## src/rtl/game_if.sv

```systemverilog
// game_if: move request/status handshake plus board store bus for game_sequencer
//   new_game, move_valid, move_addr[3:0]  : move requests toward the sequencer
//   move_ready, move_err, cur_player      : turn handshake and status
//   move_count[3:0], game_over, result[1:0]: game progress and outcome
//   gameBoard[17:0]                       : board store readback, cell i = {b[2i], b[2i+1]}
//   mem_addr[3:0], mem_cell[1:0], mem_clr : board store write/clear bus
interface game_if;
   logic        new_game;
   logic        move_valid;
   logic [3:0]  move_addr;
   logic [17:0] gameBoard;
   logic [3:0]  mem_addr;
   logic [1:0]  mem_cell;
   logic        mem_clr;
   logic        move_ready;
   logic        move_err;
   logic        cur_player;
   logic [3:0]  move_count;
   logic        game_over;
   logic [1:0]  result;
   modport slave (
      input  new_game, move_valid, move_addr, gameBoard,
      output mem_addr, mem_cell, mem_clr, move_ready, move_err,
             cur_player, move_count, game_over, result
   );
   modport master (
      output new_game, move_valid, move_addr, gameBoard,
      input  mem_addr, mem_cell, mem_clr, move_ready, move_err,
             cur_player, move_count, game_over, result
   );
endinterface

```

## src/rtl/game_sequencer.sv

```systemverilog
// game_sequencer: tic-tac-toe turn sequencer and sole write controller of the board store
//   clk      : rising-edge clock
//   reset_n  : asynchronous active-low reset
//   g        : game_if.slave (move handshake, status, board store bus)
module game_sequencer #(
   parameter logic [1:0] P1_CODE  = 2'b11,
   parameter logic [1:0] P2_CODE  = 2'b10,
   parameter bit         FIRST_P2 = 1'b0
) (
   input logic   clk,
   input logic   reset_n,
   game_if.slave g
);
   typedef enum logic [2:0] {CLEAR, TURN, WRITE, CHECK, DONE} state_t;
   state_t      state, state_d;
   logic        cur_player, player_d;
   logic [3:0]  move_count, count_d;
   logic [1:0]  result, result_d;
   logic        move_err, err_d;
   logic [3:0]  hold_addr, hold_d;
   logic [3:0]  lat_addr, lat_d;
   logic [1:0]  code;
   logic [1:0]  cells [16];
   logic [8:0]  own;
   logic        win;
   logic        legal;
   assign code = cur_player ? P2_CODE : P1_CODE;
   // Cells 9..15 read as empty so any 4-bit address indexes safely; legality
   // is decided separately by the range check.
   for (genvar i = 0; i < 16; i++) begin : g_cell
      if (i < 9) begin : g_real
         assign cells[i] = {g.gameBoard[2*i], g.gameBoard[2*i+1]};
         assign own[i]   = cells[i] == code;
      end else begin : g_pad
         assign cells[i] = 2'b00;
      end
   end
   assign win = (&own[2:0]) | (&own[5:3]) | (&own[8:6]) |
                (own[0] & own[3] & own[6]) | (own[1] & own[4] & own[7]) |
                (own[2] & own[5] & own[8]) | (own[0] & own[4] & own[8]) |
                (own[2] & own[4] & own[6]);
   assign legal = (g.move_addr <= 4'd8) && (cells[g.move_addr] == 2'b00);
   always_comb begin
      state_d  = state;
      player_d = cur_player;
      count_d  = move_count;
      result_d = result;
      err_d    = 1'b0;
      hold_d   = hold_addr;
      lat_d    = lat_addr;
      case (state)
         CLEAR: begin
            state_d  = TURN;
            player_d = FIRST_P2;
            count_d  = 4'd0;
            result_d = 2'b00;
         end
         TURN: begin
            if (g.move_valid && legal) begin
               lat_d   = g.move_addr;
               state_d = WRITE;
            end
            err_d = g.move_valid && !legal;
         end
         WRITE: begin
            hold_d  = lat_addr;
            count_d = move_count + 4'd1;
            state_d = CHECK;
         end
         CHECK: begin
            state_d  = (win || move_count == 4'd9) ? DONE : TURN;
            result_d = win ? code : (move_count == 4'd9) ? 2'b01 : result;
            player_d = (win || move_count == 4'd9) ? cur_player : ~cur_player;
         end
         DONE:    err_d   = g.move_valid;
         default: state_d = CLEAR;
      endcase
      // A clear request overrides everything, including a move in the same cycle.
      if (g.new_game) begin
         state_d = CLEAR;
         err_d   = 1'b0;
      end
   end
   always_ff @(posedge clk or negedge reset_n) begin
      if (!reset_n) begin
         state      <= CLEAR;
         cur_player <= FIRST_P2;
         move_count <= 4'd0;
         result     <= 2'b00;
         move_err   <= 1'b0;
         hold_addr  <= 4'd0;
         lat_addr   <= 4'd0;
      end else begin
         state      <= state_d;
         cur_player <= player_d;
         move_count <= count_d;
         result     <= result_d;
         move_err   <= err_d;
         hold_addr  <= hold_d;
         lat_addr   <= lat_d;
      end
   end
   // The store writes every cycle, so outside WRITE it rewrites the last
   // written cell with its own current contents.
   assign g.mem_addr   = (state == WRITE) ? lat_addr : hold_addr;
   assign g.mem_cell   = (state == WRITE) ? code : cells[hold_addr];
   assign g.mem_clr    = state == CLEAR;
   assign g.move_ready = state == TURN;
   assign g.game_over  = state == DONE;
   assign g.move_err   = move_err;
   assign g.cur_player = cur_player;
   assign g.move_count = move_count;
   assign g.result     = result;
endmodule
```

## src/flat_wrapper.sv

```systemverilog
// flat-port wrapper written by rule: the top's interface ports become plain ports
module game_sequencer_flat 
#(
   parameter logic [1:0] P1_CODE  = 2'b11,
   parameter logic [1:0] P2_CODE  = 2'b10,
   parameter bit         FIRST_P2 = 1'b0
)
  (clk, reset_n, g_new_game, g_move_valid, g_move_addr, g_gameBoard, g_mem_addr, g_mem_cell, g_mem_clr, g_move_ready, g_move_err, g_cur_player, g_move_count, g_game_over, g_result);
  game_if g_i ();
  input logic clk;
  input logic reset_n;
  input wire logic [$bits(g_i.new_game)-1:0] g_new_game;
  input wire logic [$bits(g_i.move_valid)-1:0] g_move_valid;
  input wire logic [$bits(g_i.move_addr)-1:0] g_move_addr;
  input wire logic [$bits(g_i.gameBoard)-1:0] g_gameBoard;
  output wire logic [$bits(g_i.mem_addr)-1:0] g_mem_addr;
  output wire logic [$bits(g_i.mem_cell)-1:0] g_mem_cell;
  output wire logic [$bits(g_i.mem_clr)-1:0] g_mem_clr;
  output wire logic [$bits(g_i.move_ready)-1:0] g_move_ready;
  output wire logic [$bits(g_i.move_err)-1:0] g_move_err;
  output wire logic [$bits(g_i.cur_player)-1:0] g_cur_player;
  output wire logic [$bits(g_i.move_count)-1:0] g_move_count;
  output wire logic [$bits(g_i.game_over)-1:0] g_game_over;
  output wire logic [$bits(g_i.result)-1:0] g_result;
  assign g_i.new_game = g_new_game;
  assign g_i.move_valid = g_move_valid;
  assign g_i.move_addr = g_move_addr;
  assign g_i.gameBoard = g_gameBoard;
  assign g_mem_addr = g_i.mem_addr;
  assign g_mem_cell = g_i.mem_cell;
  assign g_mem_clr = g_i.mem_clr;
  assign g_move_ready = g_i.move_ready;
  assign g_move_err = g_i.move_err;
  assign g_cur_player = g_i.cur_player;
  assign g_move_count = g_i.move_count;
  assign g_game_over = g_i.game_over;
  assign g_result = g_i.result;
  game_sequencer #(.P1_CODE(P1_CODE), .P2_CODE(P2_CODE), .FIRST_P2(FIRST_P2)) u_core (.clk(clk), .reset_n(reset_n), .g(g_i));
endmodule
```

## config.mk

```make
export PLATFORM = sky130hd
export DESIGN_NAME = game_sequencer_flat
export DESIGN_NICKNAME = d
export VERILOG_FILES = /design/src/rtl/game_if.sv /design/src/rtl/game_sequencer.sv /design/src/flat_wrapper.sv
export SDC_FILE = /design/constraint.sdc
export NUM_CORES = 1
export LEC_CHECK = 0
export CORE_MARGIN = 2
export CORE_UTILIZATION = 40
export CTS_CLUSTER_SIZE = 24
export DETAILED_ROUTE_END_ITERATION = 16
export GPL_TIMING_DRIVEN = 0
export PLACE_DENSITY = 0.77
export SETUP_SLACK_MARGIN = 0.15
export SYNTH_ARGS = -nofsm -noshare
export SYNTH_HDL_FRONTEND = slang
export SYNTH_SLANG_ARGS = --single-unit
```

## constraint.sdc

```tcl
create_clock -name clk -period 2.25 [get_ports clk]
set_input_delay 0.675 -clock clk [delete_from_list [all_inputs] [get_ports clk]]
set_output_delay 0.675 -clock clk [all_outputs]
set_load 0.01 [all_outputs]
```

==> summary.txt <==
Setup path
  – CP Depth: 7
  – Setup CP Type: input pin to output port
  – R2R Path End: u_core.g.result[0]
  – Slowest cell on crit path: mux4_2
  – Worst path max stage delay: roughly 0.48 ns
  – Crit-path cells: buf_4 -> mux4_2 -> nand2_2 -> a21oi_2 -> a31oi_1 -> mux2i_1 -> buf_2
  – CP Data Required Time: ~1.6 ns
  – Cell family with most CP delay: multiplexers
  – Crit path buf inv count: 2
  – Crit path DAT: between 1.5 and 2 ns
  – Reg-to-reg slack, setup: between 0.15 and 0.2 ns
  – Worst reg2reg startpoint: u_core.g.cur_player
  – Crit. End Element: output port
  – CP Launch Type: input pin
  – CP max FO: 7
  – Cells on worst reg2reg path: 8

Routing
  – Vias: 1551
  – Vias per cell: between 5 and 6
  – Final wirelength: 4590 um
  – Post-DRT Antenna Nets: 0
  – 1st-iter DRT viols: 83
  – Wire per inst: about 18 um
  – Drt pass-1 iters: 4
  – DRC violations left: 0

Timing
  – Final clock period utilization by the worst path: 117%
  – RSZ-0062 raised after global routing: true
  – F_max: approximately 380 MHz
  – Final hold vios: 0
  – Setup TNS Final: -0.640 ns
  – Post-layout min period: roughly 2.6 ns
  – Max Clock Skew: between 0.008 and 0.009 ns
  – Rel. slew slack: about 45%
  – Worst Tran Pin Value: between 0.8 and 0.9 ns
  – Final count of negative-setup-slack endpoints: 2
  – Fin worst setup slack: -0.384 ns
  – Pins over their slew limit: 0

CTS
  – Clk sinks: 19
  – CTS Buf Count: 3
  – H-tree depth: 1
  – CTS clk-pin slew, worst paths: around 0.11 ns
  – Root Driver: clkbuf_4
  – Cts hold-fix bufs: 0
  – Skew-Pair Late Insertion Delay: 0.30 ns
  – CTS max path bufs: 2
  – TritonCTS clock tree: done

Min path
  – Hold Path Origin: u_core.lat_addr[3]
  – Hold path endpoint: u_core.lat_addr[3]
  – Hold Path Cell Cnt: 1
  – Worst hold path type: flip-flop to flip-flop

Power and ir drop
  – Clock power share: around 15%
  – PwrDens: 525 mW/mm^2
  – Seq pwr share: 37.4%
  – Worst VDD drop: between 0.3 and 0.4 mV
  – Sw Ratio: 34.9%
  – Gate power share: roughly 48%
  – Sw Pwr: 0.000409 W
  – Pint: between 0.0007 and 0.0008 W
  – Leakage: 0.948 nW

Run status
  – Status: complete, but fails checks
  – Failing checks: negative setup slack

GRT
  – Initial antenna violation count: 0
  – First-pass GRT wire length: approximately 7400 um
  – Largest net degree at the start of global routing: 20
  – GR Util All Layers: a little under a quarter
  – Total grt overflow: 0
  – Number of global-route vias before repair: around 1.6k

Synthesis
  – Yosys reg bits: 19
  – Yosys warnings: 0
  – Post-synth EDFFs: 0
  – Async S/R FF share, synth: 100%
  – Post-synthesis sequential area ratio: 33.0%
  – Syn Area/Cell: roughly 9.2 um^2
  – Predominant post-synthesis flop cell: dfrtp_1
  – Synth Cell Area: roughly 0.0014 mm^2
  – Count of cell types in the netlist: between 40 and 50
  – Post-Syn Instances: ~160
  – Net Count, Synth: roughly 190

Placed design
  – HPWL after DPL: between 3000 and 4000 um
  – Setup WS pre-CTS: -1.09 ns
  – RD Place Congestion: 0.956
  – Port bufs: 38

Floorplanning
  – Die area: roughly 0.004 mm^2
  – Cell Rows: 21
  – Initial Util: between 40% and 50%
  – I/O pin cnt: 43
  – Die X-Extent: approximately 64 um
  – Die Ht: 64.0 um
  – Core ar.: approximately 0.0034 mm^2

Finish
  – Area Overhead vs Synth: 54.9%
  – Diode count: 0
  – Most common cell after layout, fill and taps aside: dfrtp_1
  – Most frequent cells in the layout: dfrtp_1, buf_4, buf_6
  – Fillers: 273
  – Layout Nets: 245
  – FF/Latch Area: 477 um^2
  – Footprint of the multi-input gates: 0.00105 mm^2
  – Share of cells above drive strength 1: about 44%

Run
  – MaxCap Viol Count: 0
kinds of logic after synthesis:
kind of cell | synth area share (%)
compound gates | 20.6
fa+ha+maj | 1.74
flops | 33.0
buf+inv | 5.73
simple gates | 25.0
mux | 14.0
metal layers:
layer	GRT usage [%]	part of all wire, %
met4	6.25	1.9
met1	27.9	42
met5	0	0
met2	39.2	50
met3	4.93	6.5
worst max-delay path by stage:
stage | from | end
2_1_floorplan | g_gameBoard[5] | g_mem_cell[0]
3_3_place_gp | g_gameBoard[7] | g_mem_cell[0]
3_5_place_dp | g_gameBoard[7] | g_mem_cell[0]
4_1_cts | u_core.hold_addr[0] | g_mem_cell[0]
5_1_grt | u_core.hold_addr[0] | g_mem_cell[0]
6_report | g_gameBoard[1] | g_mem_cell[0]
cell type report:
type                       count  share of cell area, %
buffer                        11                   6.50
clock buffer                   3                   1.01
clock inverter                 1                  0.224
inverter                       6                   1.12
multi-input combinational    121                   46.9
sequential                    19                   21.4
tap                           46                   2.58
timing repair buffer          55                   20.3
Yosys cell counts (2+ instances only):
master | n | share of area [%]
a31oi_1 | 9 | 3.9
a2111o_1 | 2 | 1.6
mux4_2 | 4 | 6.3
nor2b_1 | 4 | 1.7
dfrtp_1 | 19 | 33
a22o_1 | 2 | 1.2
buf_2 | 2 | 0.69
and3_1 | 2 | 0.87
ha_1 | 2 | 1.7
nand2b_1 | 2 | 0.87
nor2_1 | 11 | 2.9
nor4b_1 | 7 | 4.3
nand3b_1 | 2 | 1.0
mux2_2 | 5 | 3.9
nor3_1 | 6 | 2.1
inv_1 | 6 | 1.6
mux2_1 | 4 | 3.1
o21ai_0 | 3 | 1.0
nand3_1 | 11 | 3.8
o211ai_1 | 2 | 1.0
clkbuf_1 | 5 | 1.3
o22ai_1 | 4 | 1.7
a21oi_1 | 8 | 2.8
nand2_1 | 10 | 2.6
a21boi_0 | 2 | 1.0
a211oi_1 | 2 | 1.0
buf_4 | 2 | 1.0
nor4_1 | 2 | 0.87
per-stage QoR:
| step | std cells | hold WS [ns] | util (%) | instance area, um^2 | total power [W] |
|---|---|---|---|---|---|
| after floorplan | 157 | 0.379 | - | 1520 | 0.000695 |
| after global placement | 241 | 0.490 | 57.6 | 1950 | 0.000896 |
| after detailed placement | 241 | 0.496 | 57.6 | 1950 | 0.000916 |
| after CTS | 254 | 0.522 | 61.9 | 2100 | 0.00110 |
| after global routing | 262 | 0.534 | 65.9 | 2230 | 0.00123 |
| final | 262 | 0.519 | 65.9 | 2230 | 0.00117 |
power by group through the flow:
stage,sequential (W),combinational (W),clock [W]
finish,0.000438,0.000557,0.000176
global placement,0.000435,0.000461,0
detailed placement,0.000439,0.000477,0
global route,0.000445,0.000589,0.000197
CTS,0.000433,0.000490,0.000175
floorplan,0.000427,0.000268,0
worst reg2reg max path: cells and delay by family, from the launching register on:
family / cells / cell delay, ns
AO/OA/AOI/OAI: 4 / 0.61
buffers and inverters: 2 / 0.28
flip-flops: 1 / 0.45
AND/OR/NAND/NOR: 2 / 0.67
timing repair:
action,in CTS,in global routing
endpoints found under the setup margin,19,18
buffers inserted,9,8
pin swaps,5,14
gates resized for setup,109,43
endpoints found under the hold margin,0,0
registers in the layout, summed over array words and instances (netlist names):
| signal | cells |
|---|---|
| u_core.g.cur_player | 1 |
| u_core.hold_addr | 4 |
| u_core.g.move_count | 4 |
| u_core.g.result | 2 |
| u_core.state | 3 |
| u_core.lat_addr | 4 |
| u_core.g.move_err | 1 |
Power figures use the tool's default switching activity.
